### src/rtl/passcode_ctrl.sv
// Passcode entry controller: collects 2-bit digits from one-hot button pulses,
// unlocks on a match and locks out after repeated failures. Optional macro:
// PASSCODE_TIMEOUT_EN adds a 64-cycle inactivity timeout during digit entry.
module passcode_ctrl #(
  parameter int unsigned               CODE_LEN      = 4,
  parameter logic [2*CODE_LEN-1:0]     CODE          = 8'b00_11_01_10,
  parameter int unsigned               MAX_TRIES     = 3,
  parameter int unsigned               UNLOCK_CYCLES = 8,
  parameter int unsigned               LOCK_CYCLES   = 16
) (
  input  logic       clk,
  input  logic       clr,
  input  logic [3:0] btn,
  output logic       unlocked,
  output logic       alarm,
  output logic       busy,
  output logic [3:0] digit_cnt,
  output logic [3:0] fail_cnt
);

  localparam int unsigned DUR_MAX = (UNLOCK_CYCLES > LOCK_CYCLES) ? UNLOCK_CYCLES : LOCK_CYCLES;
  localparam int unsigned DUR_W   = (DUR_MAX < 2) ? 1 : $clog2(DUR_MAX + 1);

  typedef enum logic [2:0] {
    S_IDLE, S_ENTRY, S_CHECK, S_UNLOCK, S_FAIL, S_LOCKOUT
  } state_e;

  state_e                  state_q, state_d;
  logic [3:0]              dcnt_q, dcnt_d;
  logic [3:0]              fail_q, fail_d;
  logic                    mis_q, mis_d;
  logic [1:0]              slot_q [CODE_LEN];
  logic [1:0]              slot_d [CODE_LEN];
  logic [DUR_W-1:0]        dur_q, dur_d;
`ifdef PASSCODE_TIMEOUT_EN
  logic [5:0]              to_q, to_d;
`endif

  logic                    valid;
  logic [1:0]              digit;
  logic [1:0]              code_dig;
  logic [2*CODE_LEN-1:0]   entered;
  logic [3:0]              fail_inc;

  assign valid    = $onehot(btn);
  assign fail_inc = (fail_q == 4'hF) ? 4'hF : fail_q + 4'd1;

  always_comb begin
    case (btn)
      4'b0010: digit = 2'd1;
      4'b0100: digit = 2'd2;
      4'b1000: digit = 2'd3;
      default: digit = 2'd0;
    endcase
  end

  // Expected digit for the slot being written, and the whole entry packed like CODE.
  always_comb begin
    code_dig = '0;
    entered  = '0;
    for (int unsigned i = 0; i < CODE_LEN; i++) begin
      if (4'(i) == dcnt_q) code_dig = CODE[2*i +: 2];
      entered[2*i +: 2] = slot_q[i];
    end
  end

  always_comb begin
    state_d = state_q;
    dcnt_d  = dcnt_q;
    fail_d  = fail_q;
    mis_d   = mis_q;
    slot_d  = slot_q;
    dur_d   = dur_q;
`ifdef PASSCODE_TIMEOUT_EN
    to_d    = to_q;
`endif
    case (state_q)
      S_IDLE: begin
        if (valid) begin
          slot_d[0] = digit;
          dcnt_d    = 4'd1;
          mis_d     = (digit != CODE[1:0]);
          state_d   = (CODE_LEN == 1) ? S_CHECK : S_ENTRY;
`ifdef PASSCODE_TIMEOUT_EN
          to_d      = '1;
`endif
        end
      end
      S_ENTRY: begin
        if (valid) begin
          for (int unsigned i = 0; i < CODE_LEN; i++)
            if (4'(i) == dcnt_q) slot_d[i] = digit;
          dcnt_d = dcnt_q + 4'd1;
          mis_d  = mis_q | (digit != code_dig);
          if ((dcnt_q + 4'd1) == 4'(CODE_LEN)) state_d = S_CHECK;
`ifdef PASSCODE_TIMEOUT_EN
          to_d   = '1;
        end else if (to_q == '0) begin
          state_d = S_IDLE;
          dcnt_d  = '0;
          mis_d   = 1'b0;
        end else begin
          to_d = to_q - 6'd1;
`endif
        end
      end
      S_CHECK: begin
        if (!mis_q && (entered == CODE)) begin
          state_d = S_UNLOCK;
          fail_d  = '0;
          dcnt_d  = '0;
          dur_d   = DUR_W'(UNLOCK_CYCLES - 1);
        end else begin
          state_d = S_FAIL;
        end
      end
      S_UNLOCK: begin
        if (dur_q == '0) state_d = S_IDLE;
        else             dur_d   = dur_q - 1'b1;
      end
      S_FAIL: begin
        fail_d = fail_inc;
        dcnt_d = '0;
        mis_d  = 1'b0;
        if (32'(fail_inc) >= MAX_TRIES) begin
          state_d = S_LOCKOUT;
          dur_d   = DUR_W'(LOCK_CYCLES - 1);
        end else begin
          state_d = S_IDLE;
        end
      end
      S_LOCKOUT: begin
        if (dur_q == '0) begin
          state_d = S_IDLE;
          fail_d  = '0;
        end else begin
          dur_d = dur_q - 1'b1;
        end
      end
      default: state_d = S_IDLE;
    endcase
  end

  always_ff @(posedge clk or negedge clr) begin
    if (!clr) begin
      state_q <= S_IDLE;
      dcnt_q  <= '0;
      fail_q  <= '0;
      mis_q   <= 1'b0;
      dur_q   <= '0;
      for (int unsigned i = 0; i < CODE_LEN; i++) slot_q[i] <= '0;
`ifdef PASSCODE_TIMEOUT_EN
      to_q    <= '0;
`endif
    end else begin
      state_q <= state_d;
      dcnt_q  <= dcnt_d;
      fail_q  <= fail_d;
      mis_q   <= mis_d;
      dur_q   <= dur_d;
      slot_q  <= slot_d;
`ifdef PASSCODE_TIMEOUT_EN
      to_q    <= to_d;
`endif
    end
  end

  assign unlocked  = (state_q == S_UNLOCK);
  assign alarm     = (state_q == S_LOCKOUT);
  assign busy      = (state_q == S_CHECK) || (state_q == S_UNLOCK) ||
                     (state_q == S_FAIL)  || (state_q == S_LOCKOUT);
  assign digit_cnt = dcnt_q;
  assign fail_cnt  = fail_q;

endmodule

### config.mk
export PLATFORM = sky130hd
export DESIGN_NAME = passcode_ctrl
export DESIGN_NICKNAME = d
export VERILOG_FILES = /design/src/rtl/passcode_ctrl.sv
export SDC_FILE = /design/constraint.sdc
export NUM_CORES = 1
export LEC_CHECK = 0
export BUFFER_PORTS_ARGS = -buffer_cell sky130_fd_sc_hd__clkbuf_2
export CORE_MARGIN = 2
export CORE_UTILIZATION = 55
export CTS_CLUSTER_SIZE = 20
export DETAILED_ROUTE_END_ITERATION = 10
export PLACE_DENSITY = 0.76
export SYNTH_ARGS = -nofsm -noshare
export SYNTH_HDL_FRONTEND = slang
export SYNTH_SLANG_ARGS = --single-unit
### constraint.sdc
create_clock -name clk -period 3 [get_ports clk]
set_input_delay 0 -clock clk [delete_from_list [all_inputs] [get_ports clk]]
set_output_delay 0 -clock clk [all_outputs]
set_load 0.01 [all_outputs]
[After elaboration in Yosys (flattened, before gate mapping)]
Index checks and enable logic that the tools add are counted.
Word-level totals
  register bits after elaboration: 25
  latch bits: 0
  memory bits (writable): 0
  ROM bits: 0
  output and inout bits: 11
  memories kept: 0
Cells by class
  $add $sub $neg: 6
  $mul: 0
  div/mod/pow operators: 0
  magnitude comparators: 1
  eq/ne operators: 26
  shift-type cells: 0
  muxes and demuxes: 33
  bitwise operators: 1
  reductions and logical operators: 23
Operators with widths (number)
  $mux 4: 5
  $mux 2: 9
  $mux 3: 6
  $ne 2x2->1 const B: 8
  $pmux 4 s4: 1
  $reduce_and 4->1: 4
  $mux 5: 3
  $pmux 3 s5: 1
  $pmux 5 s3: 1
  $reduce_and 3->1: 5
  $pmux 4 s3: 1
  $reduce_bool 3->1: 3
  $add 4x1->4 const B: 2
  $eq 2x4->1 const A: 2
  $eq 4x3->1 const B: 2
  $eq 4x4->1 const B: 2
  $eq 8x6->1 const B: 1
  $mux 8: 1
  $eq 3x1->1 const B: 2
  $eq 3x2->1 const B: 2
  $eq 3x3->1 const B: 2
  $pmux 2 s3: 1
  $logic_not 5->1: 1
  $sub 5x1->5 const B: 1
  other kinds (19): 24

[Logic depth before layout (Yosys ltp)]
  depth in word-level cells: 9
  gate-level depth with buffers: 10
  gate-level depth less buffers: 10

[Worst setup path after synthesis]
OpenSTA, ideal clock, no wires.
  path kind: input port to flip-flop
  from: input btn[0]
  to: register slot_q (netlist bit entered[2])
  library setup time: 0.125 ns
  arrival: 2.155 ns
  data required time: 2.875 ns
  setup slack: 0.721 ns
  cell stages on the path: 10
  buffers on the path: 0
  cells stage by stage: inv_1 -> fa_1 -> inv_1 -> ha_1 -> ha_1 -> nor3b_2 -> nand3_1 -> nor3_1 -> nand2_1 -> mux2_2
Between the ends
  longest elaborated chain between the ends: 4
  elaborated cells on any way between the ends: 8
RTL lines
  start, declared: RTL line 13  | input logic [3:0] btn,
  $add 1x1->2 (implied by the code): RTL line 45  | assign valid = $onehot(btn);
  $add 2x2->3 (implied by the code): RTL line 45
  $eq 3x1->1: RTL line 45
  $reduce_and 3->1 (no source line)
  end signal, assigned: RTL line 161  | slot_q <= slot_d;
  end, declared: RTL line 32  | logic [1:0] slot_q [CODE_LEN];
Several ways; a longest one is shown, not always the timed one.
A chain may end at the register's enable or synchronous reset.

[Worst setup path after layout]
  from: input btn[0]
  to: register slot_q (netlist bit entered[6])
Same word-level chain as after synthesis.

==> impl_table.tex <==
\begin{tabular}{lr}
\hline
Metric & Value \\
\hline
\multicolumn{2}{l}{\textbf{Clock tree}} \\
Root Buffer Master & clkbuf\_4 \\
Post\_cts resized & 0 \\
Clock slew at reported path FFs & 0.14 ns \\
H-tree levels & 1 \\
Clock sinks & 25 \\
Worst skew pair latency & $\sim$0.34 ns \\
Maximum root-to-sink buffer count & 2 \\
TritonCTS clock tree & done \\
Total CTS buffers & 3 \\
\multicolumn{2}{l}{\textbf{Drt}} \\
Routed wire length & 3.45 mm \\
Vias per cell & 5.98 \\
DRC viols & 0 \\
Total number of vias & $\sim$1.4k \\
Average detailed-routed wire length per instance & 14.7 um \\
Router iterations before antenna repair & 5 \\
Count of nets left with antenna violations after detail routing & 0 \\
DRC violation total after the first TritonRoute iteration & 82 \\
\multicolumn{2}{l}{\textbf{Timing}} \\
Period utilization & 75.1\% \\
Transition time at the pin with the least slew margin & 0.683 ns \\
Number of setup violations in the final report & 0 \\
Worst slew margin relative to its limit & 54.5\% \\
Max frequency & about 440 MHz \\
Period minus WS final & about 2.3 ns \\
Sum of negative setup slack & 0 ns \\
Slew Viols, Final & 0 \\
Total count of hold-check failures in the final report & 0 \\
Setup skew after layout & 0.0122 ns \\
Unrepaired setup endpoints after global routing & no \\
\multicolumn{2}{l}{\textbf{Synth}} \\
Number of instances in the synthesized netlist & 185 \\
Number of register bits inferred by synthesis & 25 \\
Total of warnings raised by yosys & 0 \\
Mapped cell area & 0.00167 sq mm \\
Post-synth EDFFs & 0 \\
Number of nets produced by synthesis & 203 \\
Share of flip-flops with an asynchronous set or reset after synthesis & 100\% \\
Share of the yosys chip area belonging to registers & between 30 and 40\% \\
Distinct cells, synth & 44 \\
Mean instance size in the synthesized netlist & about 9 sq um \\
Post-synth top flop & dfrtp\_1 \\
\multicolumn{2}{l}{\textbf{Worst setup path}} \\
Longest individual stage delay on the worst path & 0.53 ns \\
Worst r2r dst & dur\_q[1] \\
FF-to-FF setup slack & 0.91 ns \\
Worst Path Max Fanout & 6 \\
Origin of the critical flop-to-flop path & dur\_q[0] \\
Endpoint type of the worst setup path & flip-flop \\
Arrival time at the worst endpoint & approximately 2.5 ns \\
CP Data Required Time & 3.23 ns \\
Setup crit start kind & primary input \\
Worst-path cell chain & clkbuf\_2 > inv\_1 > fa\_1 > inv\_1 > ha\_1 > ha\_1 > nor3b\_2 > nand3\_1 > nor3\_1 > nand2\_1 > mux2\_2 \\
R2R depth & 7 \\
Worst setup path class & primary input to flip-flop \\
CP max stage cell & fa\_1 \\
\multicolumn{2}{l}{\textbf{Global route}} \\
Via count of the first global-routing pass & 1333 \\
Antenna violations before repair & 0 \\
Global-route wire length before repair & between 5 and 6 mm \\
Maximum number of pins on one net before global-route repair & 26 \\
Total grt overflow & 0 \\
GRT Total Usage & 21.5\% \\
\multicolumn{2}{l}{\textbf{Placed design}} \\
Cell area reported after detailed placement & between 0.0015 and 0.002 sq mm \\
Port Buffers & 16 \\
Half-perimeter wire length after placement & 2.54 mm \\
Final weighted congestion of routability-driven global placement & 0.790 \\
\multicolumn{2}{l}{\textbf{Power and ir drop}} \\
Total net switching power & about 0.47 mW \\
Relative contribution of sequential cells to total power & 45.2\% \\
Switching Share & 40.4\% \\
Total power density per cell area & 647 mW/mm\^{}2 \\
IR Drop Worst-Case VDD & 0.369 mV \\
Internal power consumption & roughly 0.7 mW \\
Leakage power summed over all cells & 0.889 nW \\
Clock network power share & 14.0\% \\
Comb pwr share & 40.9\% \\
Total power & $\sim$1.2 mW \\
\multicolumn{2}{l}{\textbf{Die}} \\
Core Area & 0.00283 sq mm \\
Ports placed on the boundary & 17 \\
Die X & 59.1 um \\
Die Y-Extent & 59.1 um \\
Total Die Area & 0.00349 sq mm \\
Starting Density & 59.0\% \\
Number of placement rows & 19 \\
\multicolumn{2}{l}{\textbf{Layout}} \\
Area overhead of the layout relative to synthesis & 8.55\% \\
Most common cell after layout, fill and taps aside & dfrtp\_1 \\
Filler Cell Count & 262 \\
Most frequent cells in the layout & dfrtp\_1 (25), nand2\_1 (23), clkbuf\_2 (16) \\
Fraction of layout instances using a drive strength above 1 & between 15 and 20\% \\
Layout Cell Area excl Fill & $\sim$0.0018 sq mm \\
Number of nets in the final layout & between 200 and 250 \\
Diodes inserted & 0 \\
Final design utilization & 64.0\% \\
\multicolumn{2}{l}{\textbf{Min path}} \\
Hold Startpoint & btn[2] \\
Worst Hold Class & primary input to flip-flop \\
Hold endpoint & mis\_q \\
Hold Crit Depth & 4 \\
\multicolumn{2}{l}{\textbf{Run}} \\
MaxCap Viol Count & 0 \\
\multicolumn{2}{l}{\textbf{Status}} \\
Status & finished, final reports clean \\
\hline
\end{tabular}
==> cell families (layout without fill, tap and decap cells) <==
kind of cell	Yosys count	count (layout)	synth area share (%)
XOR/XNOR	5	5	2.62
multiplexers	10	10	6.67
AO/OA/AOI/OAI	42	42	16.4
adder cells (fa/ha/maj)	12	12	9.45
buffers and inverters	16	34	3.75
flip-flops	25	25	37.5
AND/OR/NAND/NOR	75	75	23.6
==> power by group through the flow <==
| stage | logic [mW] | registers (mW) | clock network, mW |
|---|---|---|---|
| final | 0.479 | 0.529 | 0.164 |
| after global routing | 0.547 | 0.545 | 0.175 |
| after CTS | 0.483 | 0.529 | 0.162 |
| after detailed placement | 0.477 | 0.537 | 0 |
| after global placement | 0.468 | 0.527 | 0 |
| after floorplan | 0.374 | 0.507 | 0 |
==> flip-flops by register name, summed over array words and instances, names as in the netlist <==
signal / flops
entered: 8
dur_q: 5
digit_cnt: 4
fail_cnt: 4
state_q: 3
mis_q: 1
==> synthesized netlist by cell type (2+ instances only) <==
library cell	n	area share, %
nor2b_1	3	1.1
inv_1	13	2.9
xnor2_1	2	1.0
nand4_1	2	0.75
and2_1	5	1.9
nand3_1	8	2.4
nand3b_1	2	0.90
nand2b_1	2	0.75
nor2_1	14	3.1
a22o_1	2	1.0
buf_2	2	0.60
nor3_1	6	1.8
o21ai_0	13	3.9
dfrtp_1	25	37
o21a_1	3	1.3
nor4b_1	2	1.0
mux2_2	8	5.4
nand2_1	23	5.2
and3_1	2	0.75
ha_1	11	8.2
a21oi_1	12	3.6
xor2_1	3	1.6
==> critical path, delay by kind of cell <==
kind,cells,cell delay [ns]
muxes,1,0.29
adders and majority gates,3,0.99
buffers and inverters,3,0.19
and+or+nand+nor,4,1.02
==> through the flow <==
step	setup slack, ns	cells	hold WS, ns
after floorplan	0.721	185	-0.296
after global placement	0.468	229	0.0347
after detailed placement	0.383	229	0.0550
after CTS	0.733	234	0.175
after global routing	0.599	234	0.194
final	0.747	234	0.173
==> worst max path at each step <==
stage | from | endpoint | slack (ns) | depth (start not counted)
2_1_floorplan | btn[0] | entered[2] | 0.72 | 10
3_3_place_gp | btn[0] | entered[3] | 0.47 | 11
3_5_place_dp | btn[0] | entered[5] | 0.38 | 11
4_1_cts | btn[0] | entered[6] | 0.73 | 11
5_1_grt | btn[0] | entered[7] | 0.60 | 11
6_report | btn[0] | entered[6] | 0.75 | 11
==> final cells by class <==
class                           count  area, sq um  area share, %
Sequential cell                    25          626           34.5
Timing Repair Buffer               17         90.1           4.97
Tap cell                           31         38.8           2.14
Clock buffer                        3         22.5           1.24
Clock inverter                      1         5.00          0.276
Inverter                           13         48.8           2.69
Multi-Input combinational cell    144          981           54.1
==> per-layer routing <==
layer / GRT usage, % / wire length, um
met5: 0 / 0
met3: 2.18 / 112
met4: 11.0 / 74
met1: 25.0 / 1450
met2: 38.9 / 1820
==> timing repair <==
action	in CTS	in global routing
endpoints found under the setup margin	0	0
endpoints found under the hold margin	25	0
setup buffers	0	0
hold buffers	1	0
No activity file was read; power rests on OpenSTA's default activity.
